`config.mk`:
```
export PLATFORM = sky130hd
export DESIGN_NAME = uart_rx_8n1_flat
export DESIGN_NICKNAME = d
export VERILOG_FILES = /design/src/rtl/uart_pkg.sv /design/src/rtl/uart_rx_8n1_if.sv /design/src/rtl/uart_sync_2ff.sv /design/src/rtl/uart_rx_8n1.sv /design/src/flat_wrapper.sv
export SDC_FILE = /design/constraint.sdc
export NUM_CORES = 1
export LEC_CHECK = 0
export CORE_AREA = 2 2 65 67
export CTS_BUF_LIST = sky130_fd_sc_hd__clkbuf_2
export CTS_CLUSTER_DIAMETER = 30
export DETAILED_ROUTE_END_ITERATION = 10
export DIE_AREA = 0 0 67 69
export PLACE_DENSITY_LB_ADDON = 0.15
export RECOVER_POWER = 25
export SLEW_MARGIN = 0
export SYNTH_ARGS = -nofsm -noshare
export SYNTH_HDL_FRONTEND = slang
export SYNTH_HIERARCHICAL = 1
export SYNTH_SLANG_ARGS = --single-unit
```
`constraint.sdc`:
```
create_clock -name clk -period 2.3 [get_ports clk]
set_input_delay 0.345 -clock clk [delete_from_list [all_inputs] [get_ports clk]]
set_output_delay 0.345 -clock clk [all_outputs]
set_load 0.01 [all_outputs]
```
`src/rtl/uart_pkg.sv`:
```
// Shared UART definitions: FSM state encodings, default bit timing and frame width.
// Used by both the RX and TX sides of the UART library.
package uart_pkg;

    typedef enum logic [2:0] {
        ST_IDLE  = 3'd0,
        ST_START = 3'd1,
        ST_DATA  = 3'd2,
        ST_STOP  = 3'd3,
        ST_BRK   = 3'd4
    } uart_state_e;

    localparam int unsigned CLKS_PER_BIT_DEFAULT = 217;
    localparam int unsigned DATA_BITS            = 8;

    function automatic logic maj3(input logic a, input logic b, input logic c);
        return (a & b) | (a & c) | (b & c);
    endfunction

endpackage

```
`src/rtl/uart_rx_8n1_if.sv`:
```
// Serial line and received-byte bundle for the 8N1 receiver.
// The receiver uses the master side; the byte consumer/line driver uses the slave side.
interface uart_rx_8n1_if;
    logic       rx;
    logic [7:0] rxbyte;
    logic       rxdone;
    logic       frame_err;
    logic       busy;

    modport master (
        input  rx,
        output rxbyte,
        output rxdone,
        output frame_err,
        output busy
    );

    modport slave (
        output rx,
        input  rxbyte,
        input  rxdone,
        input  frame_err,
        input  busy
    );
endinterface

```
`src/rtl/uart_sync_2ff.sv`:
```
// Two-flop synchronizer for an asynchronous input; both flops reset to 1 so an
// idle-high line does not look like an edge coming out of reset.
module uart_sync_2ff (
    input  logic clk,
    input  logic rst,
    input  logic d,
    output logic q
);

    logic sync1_q, sync1_d;
    logic sync2_q, sync2_d;

    always_comb begin
        sync1_d = d;
        sync2_d = sync1_q;
    end

    always_ff @(posedge clk) begin
        if (rst) begin
            sync1_q <= 1'b1;
            sync2_q <= 1'b1;
        end else begin
            sync1_q <= sync1_d;
            sync2_q <= sync2_d;
        end
    end

    assign q = sync2_q;

endmodule

```
`src/rtl/uart_rx_8n1.sv`:
```
// 8N1 UART receiver: start/8 data LSB-first/stop, one-cycle rxdone or frame_err strobe.
// Define UART_RX_MAJORITY_EN to take each decision sample as a 2-of-3 vote of recent rx_s.
module uart_rx_8n1
    import uart_pkg::*;
#(
    parameter int unsigned CLKS_PER_BIT = CLKS_PER_BIT_DEFAULT
) (
    input  logic              clk,
    input  logic              rst,
    uart_rx_8n1_if.master     bus
);

    localparam int unsigned HALF_BIT = (CLKS_PER_BIT - 1) / 2;
    localparam logic [15:0] HALF_CNT = 16'(HALF_BIT);
    localparam logic [15:0] LAST_CNT = 16'(CLKS_PER_BIT - 1);

    uart_state_e state_q, state_d;
    logic [15:0] cnt_q, cnt_d;
    logic [2:0]  bit_idx_q, bit_idx_d;
    logic [7:0]  shift_q, shift_d;
    logic [7:0]  rxbyte_q, rxbyte_d;
    logic        rxdone_q, rxdone_d;
    logic        frame_err_q, frame_err_d;
    logic        rx_s;
    logic        sample;

    uart_sync_2ff u_sync (
        .clk (clk),
        .rst (rst),
        .d   (bus.rx),
        .q   (rx_s)
    );

`ifdef UART_RX_MAJORITY_EN
    // Vote window is the current rx_s plus the two before it, so no latency is added.
    logic [1:0] hist_q, hist_d;

    always_comb begin
        hist_d = {hist_q[0], rx_s};
        sample = maj3(rx_s, hist_q[0], hist_q[1]);
    end

    always_ff @(posedge clk) begin
        if (rst) hist_q <= 2'b11;
        else     hist_q <= hist_d;
    end
`else
    assign sample = rx_s;
`endif

    always_comb begin
        state_d     = state_q;
        cnt_d       = cnt_q;
        bit_idx_d   = bit_idx_q;
        shift_d     = shift_q;
        rxbyte_d    = rxbyte_q;
        rxdone_d    = 1'b0;
        frame_err_d = 1'b0;

        unique case (state_q)
            ST_IDLE: begin
                if (!rx_s) begin
                    state_d = ST_START;
                    cnt_d   = '0;
                end
            end
            ST_START: begin
                if (cnt_q == HALF_CNT) begin
                    cnt_d = '0;
                    if (!sample) begin
                        state_d   = ST_DATA;
                        bit_idx_d = '0;
                    end else begin
                        state_d = ST_IDLE;
                    end
                end else begin
                    cnt_d = cnt_q + 16'd1;
                end
            end
            ST_DATA: begin
                if (cnt_q == LAST_CNT) begin
                    shift_d   = {sample, shift_q[7:1]};
                    cnt_d     = '0;
                    bit_idx_d = bit_idx_q + 3'd1;
                    if (bit_idx_q == 3'd7) state_d = ST_STOP;
                end else begin
                    cnt_d = cnt_q + 16'd1;
                end
            end
            ST_STOP: begin
                // Leaving at mid-stop lets a start edge right after the stop bit be seen.
                if (cnt_q == LAST_CNT) begin
                    cnt_d = '0;
                    if (sample) begin
                        rxbyte_d = shift_q;
                        rxdone_d = 1'b1;
                        state_d  = ST_IDLE;
                    end else begin
                        frame_err_d = 1'b1;
                        state_d     = ST_BRK;
                    end
                end else begin
                    cnt_d = cnt_q + 16'd1;
                end
            end
            ST_BRK: begin
                if (rx_s) state_d = ST_IDLE;
            end
            default: begin
                state_d = ST_IDLE;
                cnt_d   = '0;
            end
        endcase
    end

    always_ff @(posedge clk) begin
        if (rst) begin
            state_q     <= ST_IDLE;
            cnt_q       <= '0;
            bit_idx_q   <= '0;
            shift_q     <= '0;
            rxbyte_q    <= '0;
            rxdone_q    <= 1'b0;
            frame_err_q <= 1'b0;
        end else begin
            state_q     <= state_d;
            cnt_q       <= cnt_d;
            bit_idx_q   <= bit_idx_d;
            shift_q     <= shift_d;
            rxbyte_q    <= rxbyte_d;
            rxdone_q    <= rxdone_d;
            frame_err_q <= frame_err_d;
        end
    end

    assign bus.rxbyte    = rxbyte_q;
    assign bus.rxdone    = rxdone_q;
    assign bus.frame_err = frame_err_q;
    assign bus.busy      = (state_q != ST_IDLE);

endmodule
```
`src/flat_wrapper.sv`:
```
// flat-port wrapper written by rule: the top's interface ports become plain ports
module uart_rx_8n1_flat import uart_pkg::*;
#(
    parameter int unsigned CLKS_PER_BIT = CLKS_PER_BIT_DEFAULT
)
  (clk, rst, bus_rx, bus_rxbyte, bus_rxdone, bus_frame_err, bus_busy);
  uart_rx_8n1_if bus_i ();
  input  logic clk;
  input  logic rst;
  input wire logic [$bits(bus_i.rx)-1:0] bus_rx;
  output wire logic [$bits(bus_i.rxbyte)-1:0] bus_rxbyte;
  output wire logic [$bits(bus_i.rxdone)-1:0] bus_rxdone;
  output wire logic [$bits(bus_i.frame_err)-1:0] bus_frame_err;
  output wire logic [$bits(bus_i.busy)-1:0] bus_busy;
  assign bus_i.rx = bus_rx;
  assign bus_rxbyte = bus_i.rxbyte;
  assign bus_rxdone = bus_i.rxdone;
  assign bus_frame_err = bus_i.frame_err;
  assign bus_busy = bus_i.busy;
  uart_rx_8n1 #(.CLKS_PER_BIT(CLKS_PER_BIT)) u_core (.clk(clk), .rst(rst), .bus(bus_i));
endmodule
```
# Yosys cells after proc, flatten, opt, wreduce, memory -nomap -nowiden
# Cells that the tools add are included.
# classes
n_mux	19
n_eq_ne	14
reduce_logical	10
n_bitwise	3
n_addsub	2
# op_table
operator	count
$pmux 16 s4	1
$mux 16	3
$mux 3	10
$add 16x1->16 const B	1
$eq 16x7->1 const B	1
$eq 16x8->1 const B	1
$pmux 3 s5	1
$ne 2x1->1 const B	4
$eq 3x2->1 const B	2
$eq 3x3->1 const B	2
$ne 2x2->1 const B	3
$pmux 3 s2	1
$reduce_and 6->1	1
$reduce_and 2->1	2
$reduce_and 4->1	1
$add 3x1->3 const B	1
$eq 3x1->1 const B	1
$logic_not 3->1	1
$not 1->1	3
$reduce_and 3->1	1
$reduce_bool 3->1	1
$reduce_or 3->1	1
$mux 1	2
$mux 2	1
other kinds (2)	2
# word_totals
out_inout_bits	11
word_cells	57
reg_bits	42

# Longest topological paths before layout
# Gate-level depths: netlist (run 1).
# depth
ltp_word	4
ltp_mapped	9
depth_no_buf	7

# Cells and area by module
# Netlist (run 1), hierarchy kept.
# modules_own_cells
module	area_per_inst_um2	cells_per_inst	seq_area_each_um2	n_inst
uart_rx_8n1	1976.9	220	800.8	1
uart_sync_2ff	52.6	4	40.0	1

# Worst setup path before layout (run 1)
# No wires, ideal clock.
# synth_timing
path_type	register -> register
startpoint	register u_core.cnt_q[0]
endpoint	register u_core.state_q[0]
synth_period_minus_slack_ns	2.377
stages_incl_launch_ff	8
t_arrival_ns	2.256
path_slack_ns	-0.077
required_time_ns	2.179
setup_ns	0.121
path_buffers	0
cell_sequence	dfxtp_1 > inv_1 > ha_1 > or4b_1 > or4_4 > a32o_2 > o21bai_4 > mux2_4
# synth_between
elab_chain_len	3
elab_cells_between_ends	6
# synth_rtl
element	line_no	source
start, declared	uart_rx_8n1.sv:18	logic [15:0] cnt_q, cnt_d;
start signal, assigned	uart_rx_8n1.sv:127	cnt_q <= cnt_d;
$eq 16x8->1 or $eq 16x7->1 (tied branches)	uart_rx_8n1.sv:81, uart_rx_8n1.sv:92, uart_rx_8n1.sv:68	
$ne 2x1->1 (no line)	--	
$reduce_and 6->1 (no line) (*)	--	
end signal, assigned	uart_rx_8n1.sv:126	state_q <= state_d;
end, declared	uart_rx_8n1.sv:17	uart_state_e state_q, state_d;
# Every way passes the cells marked *; elsewhere a longest branch is shown, timed or not.
# A chain may end at the register's enable or synchronous reset.

# Final worst setup path (run 1)
# Ends and elaborated chain as after synthesis.

==> results.toml, run 1 <==
[timing]
fin_crit_sh = 1.03
slew_violations = 0
setup_viol = 15
fin_ws_ns = -0.0766
rsz0062_at_grt = "true"
timing.fmax_ghz = 0.421
finalHoldViolations = 0
fin_setup_tns_ns = -0.487
tightest_slew_ns = 0.678
relSlewSlack = 0.546
finClkSkew_ns = 0.0280
layout_min_cycle_time_ns = 2.38

[global_route]
first_global_vias = 1630
track_usage = 0.207
grt_pass1_wl_mm = 7.44
gr-total-overflow = 0
grt_max_degree = 31
grt_antenna_before_repair = 0

[logic_synthesis]
synth_flop_cell = "dfxtp_1"
syn_inst = 224
synth.area.top_cells = "dfxtp_1 41%, mux2i_1 10%, nor2_1 6.1%, nand3_1 3.2%, nand2_1 3.1%"
ys_async_sr_fraction = 0
yosysUniqueCellTypes = 47
synth_edf_count = 0
avgSynthCellArea_um2 = 9.06
ys_seq_elements = 42
synth_nets = 231
netlist_area_mm2 = 0.00203
synth_warnings = 6
synth_top_cell_by_area = "dfxtp_1"
post-synth-top-area-fraction = 0.414
ys_seq_area_frac = 0.414

[route]
drt_wl_total_mm = 4.40
drt_iter0_drc = 124
drc = 0
drtAntennaViolNets = 0
post_drt_wl_per_cell_um = 14.1
via_count = 1751
dr.pass1.iters = 4
viasPerCell = 5.59

[clock_tree]
cts_buffer_depth = 2
cts_tree = "built"
cts_made_buffers = 5
insertion_delay_ns = 0.39
cts_num_sinks = 42
clk_pin_slew_ns = 0.21
postCtsHoldBufs = 0
clk_root_buffer_cell = "clkbuf_2"
cts_max_level = 2

[worst_setup_path]
worstPathMaxFanout = 4
endpoint_kind = "flop"
startpoint_type = "flop"
cp_top_family = "simple AND/OR/NAND/NOR gates"
path_cells = "inv_2 > ha_4 > or4b_4 > or4_4 > a32o_2 > o21bai_4 > mux2_4"
worstSetupPathType = "flop to flop"
critPathArrivalTime_ns = 2.68
slowest_delay_ns = 0.52
critical_path.slowest_cell = "or4_4"
crit_required_ns = 2.60
crit_buf_inv = 1

[floorplan]
coreArea_mm2 = 0.00391
die_x_um = 67
fp.dieArea_mm2 = 0.00462
ios = 14
placementRows = 23
start_util = 0.519
die_y_um = 69

[pwr]
powerDensity_mw_per_mm2 = 644
power.leakage_nw = 1.01
worst_ir_drop_vdd_v = 0.000334

[finish]
layout.nets = 269
final_cell_mix = "41 x dfxtp_1, 33 x nor2_1, 27 x buf_4"
post_layout_nonfiller_instances = 313
drive_above_1_share = 0.232
syn_to_final_growth_pct = 22.7
layout_commonest_cell = "dfxtp_1"
antennaDiodeCount = 0

[placement]
placed_cells = 304
port_buffers = 13
hpwlAfterDp_mm = 3.09
place_congestion = 0.826

[run_status]
status = "finished, violations left"
violations = "negative setup slack"

[flow_run]
maxCapViolCount = 0

[worst_hold_path]
min_path_type = "flop to flop"
-- final cells by class --
class / count / area, um^2
tap: 50 / 62.6
fill: 338 / 1420
sequential: 42 / 842
clock buffer: 6 / 30.0
timing repair buffer: 43 / 367
multi-input combinational: 166 / 1160
clock inverter: 2 / 13.8
inverter: 4 / 15.0
-- power breakdown --
group          internal, mW  total, mW  switching (mW)  leakage, nW
clock                0.0804      0.320           0.239       0.0330
combinational         0.260      0.521           0.260        0.635
sequential            0.750      0.763          0.0133        0.339
-- what timing repair did --
action / in CTS / in global routing
gates resized for setup: 6 / 10
setup buffers: 2 / 0
setup endpoints to repair: 29 / 35
pin swaps: 1 / 6
-- sequential cells by signal, summed over array words and instances (netlist names) --
name                   flops
u_core/bit_idx_q           3
u_core/bus.frame_err       1
u_core/bus.rxbyte          8
u_core/bus.rxdone          1
u_core/cnt_q              16
u_core/shift_q             8
u_core/state_q             3
u_core/u_sync/q            1
u_core/u_sync/sync1_q      1
-- path summary, 6_finish.rpt --
path | startpoint | to | slack (ns) | cells past startpoint
max | u_core/cnt_q[0] | u_core/state_q[0] | -0.08 | 7
min | u_core/u_sync/sync1_q | u_core/u_sync/q | 0.47 | 1
max reg2reg | u_core/cnt_q[0] | u_core/state_q[0] | -0.08 | 7
min reg2reg | u_core/u_sync/sync1_q | u_core/u_sync/q | 0.47 | 1
-- cell families after synthesis --
| group | Yosys count | share of synthesized area |
|---|---|---|
| adders and majority gates | 4 | 0.0247 |
| AOI/OAI and AO/OA | 34 | 0.129 |
| muxes | 22 | 0.111 |
| and+or+nand+nor | 102 | 0.263 |
| DFF | 42 | 0.414 |
| buffers and inverters | 16 | 0.0401 |
| xor gates and xnor gates | 4 | 0.0173 |
-- synthesized netlist by cell type (2+ instances only) --
cell      instances
dfxtp_1          42
nor4b_1           2
or3_1             4
nor2_1           33
a32o_2            2
mux2i_1          21
nor4_1            4
a22o_1            5
xnor2_1           3
or4_4             3
o21ai_0           4
a21oi_1           6
nand2_1          17
nand3_1          13
clkbuf_1          6
nand4_1           3
buf_4             3
a31oi_1           3
or2_1             2
and3_1            2
inv_1             4
nor3_1            7
a21o_1            4
ha_1              4
or4bb_1           2
nand2b_1          2
buf_2             2
nor2b_1           2
-- per-layer routing --
layer  up-vias  GRT usage  part of all wire
met2        21      0.319              0.48
met5         -          0                 0
met4         0     0.0567            0.0059
met3         2     0.0587             0.026
met1       842      0.281              0.49
li1        886          -                 -
-- worst register-to-register path: stages (launching register included) --
cell and delay, ns:
dfxtp_2 0.37, inv_2 0.07, ha_4 0.12, or4b_4 0.47, or4_4 0.52, a32o_2 0.27, o21bai_4 0.19, mux2_4 0.30
-- metrics by stage --
step	total power, mW	worst slack, ns	hold WS (ns)	utilization	instance area [um^2]
floorplan	1.09	-0.0187	0.383	-	2040
global placement	1.22	-0.0830	0.404	0.608	2380
detailed placement	1.23	-0.134	0.425	0.608	2380
CTS	1.58	-0.0937	0.476	0.628	2460
global route	1.69	-0.160	0.488	0.637	2490
finish	1.60	-0.0766	0.474	0.637	2490
Power figures use the tool's default switching activity.
==> inputs of run 2 (changes only) <==
CTS_CLUSTER_DIAMETER = default   (was 30)
==> results of run 2 <==
No change in the layout: final DEF, timing and power equal those of run 1.
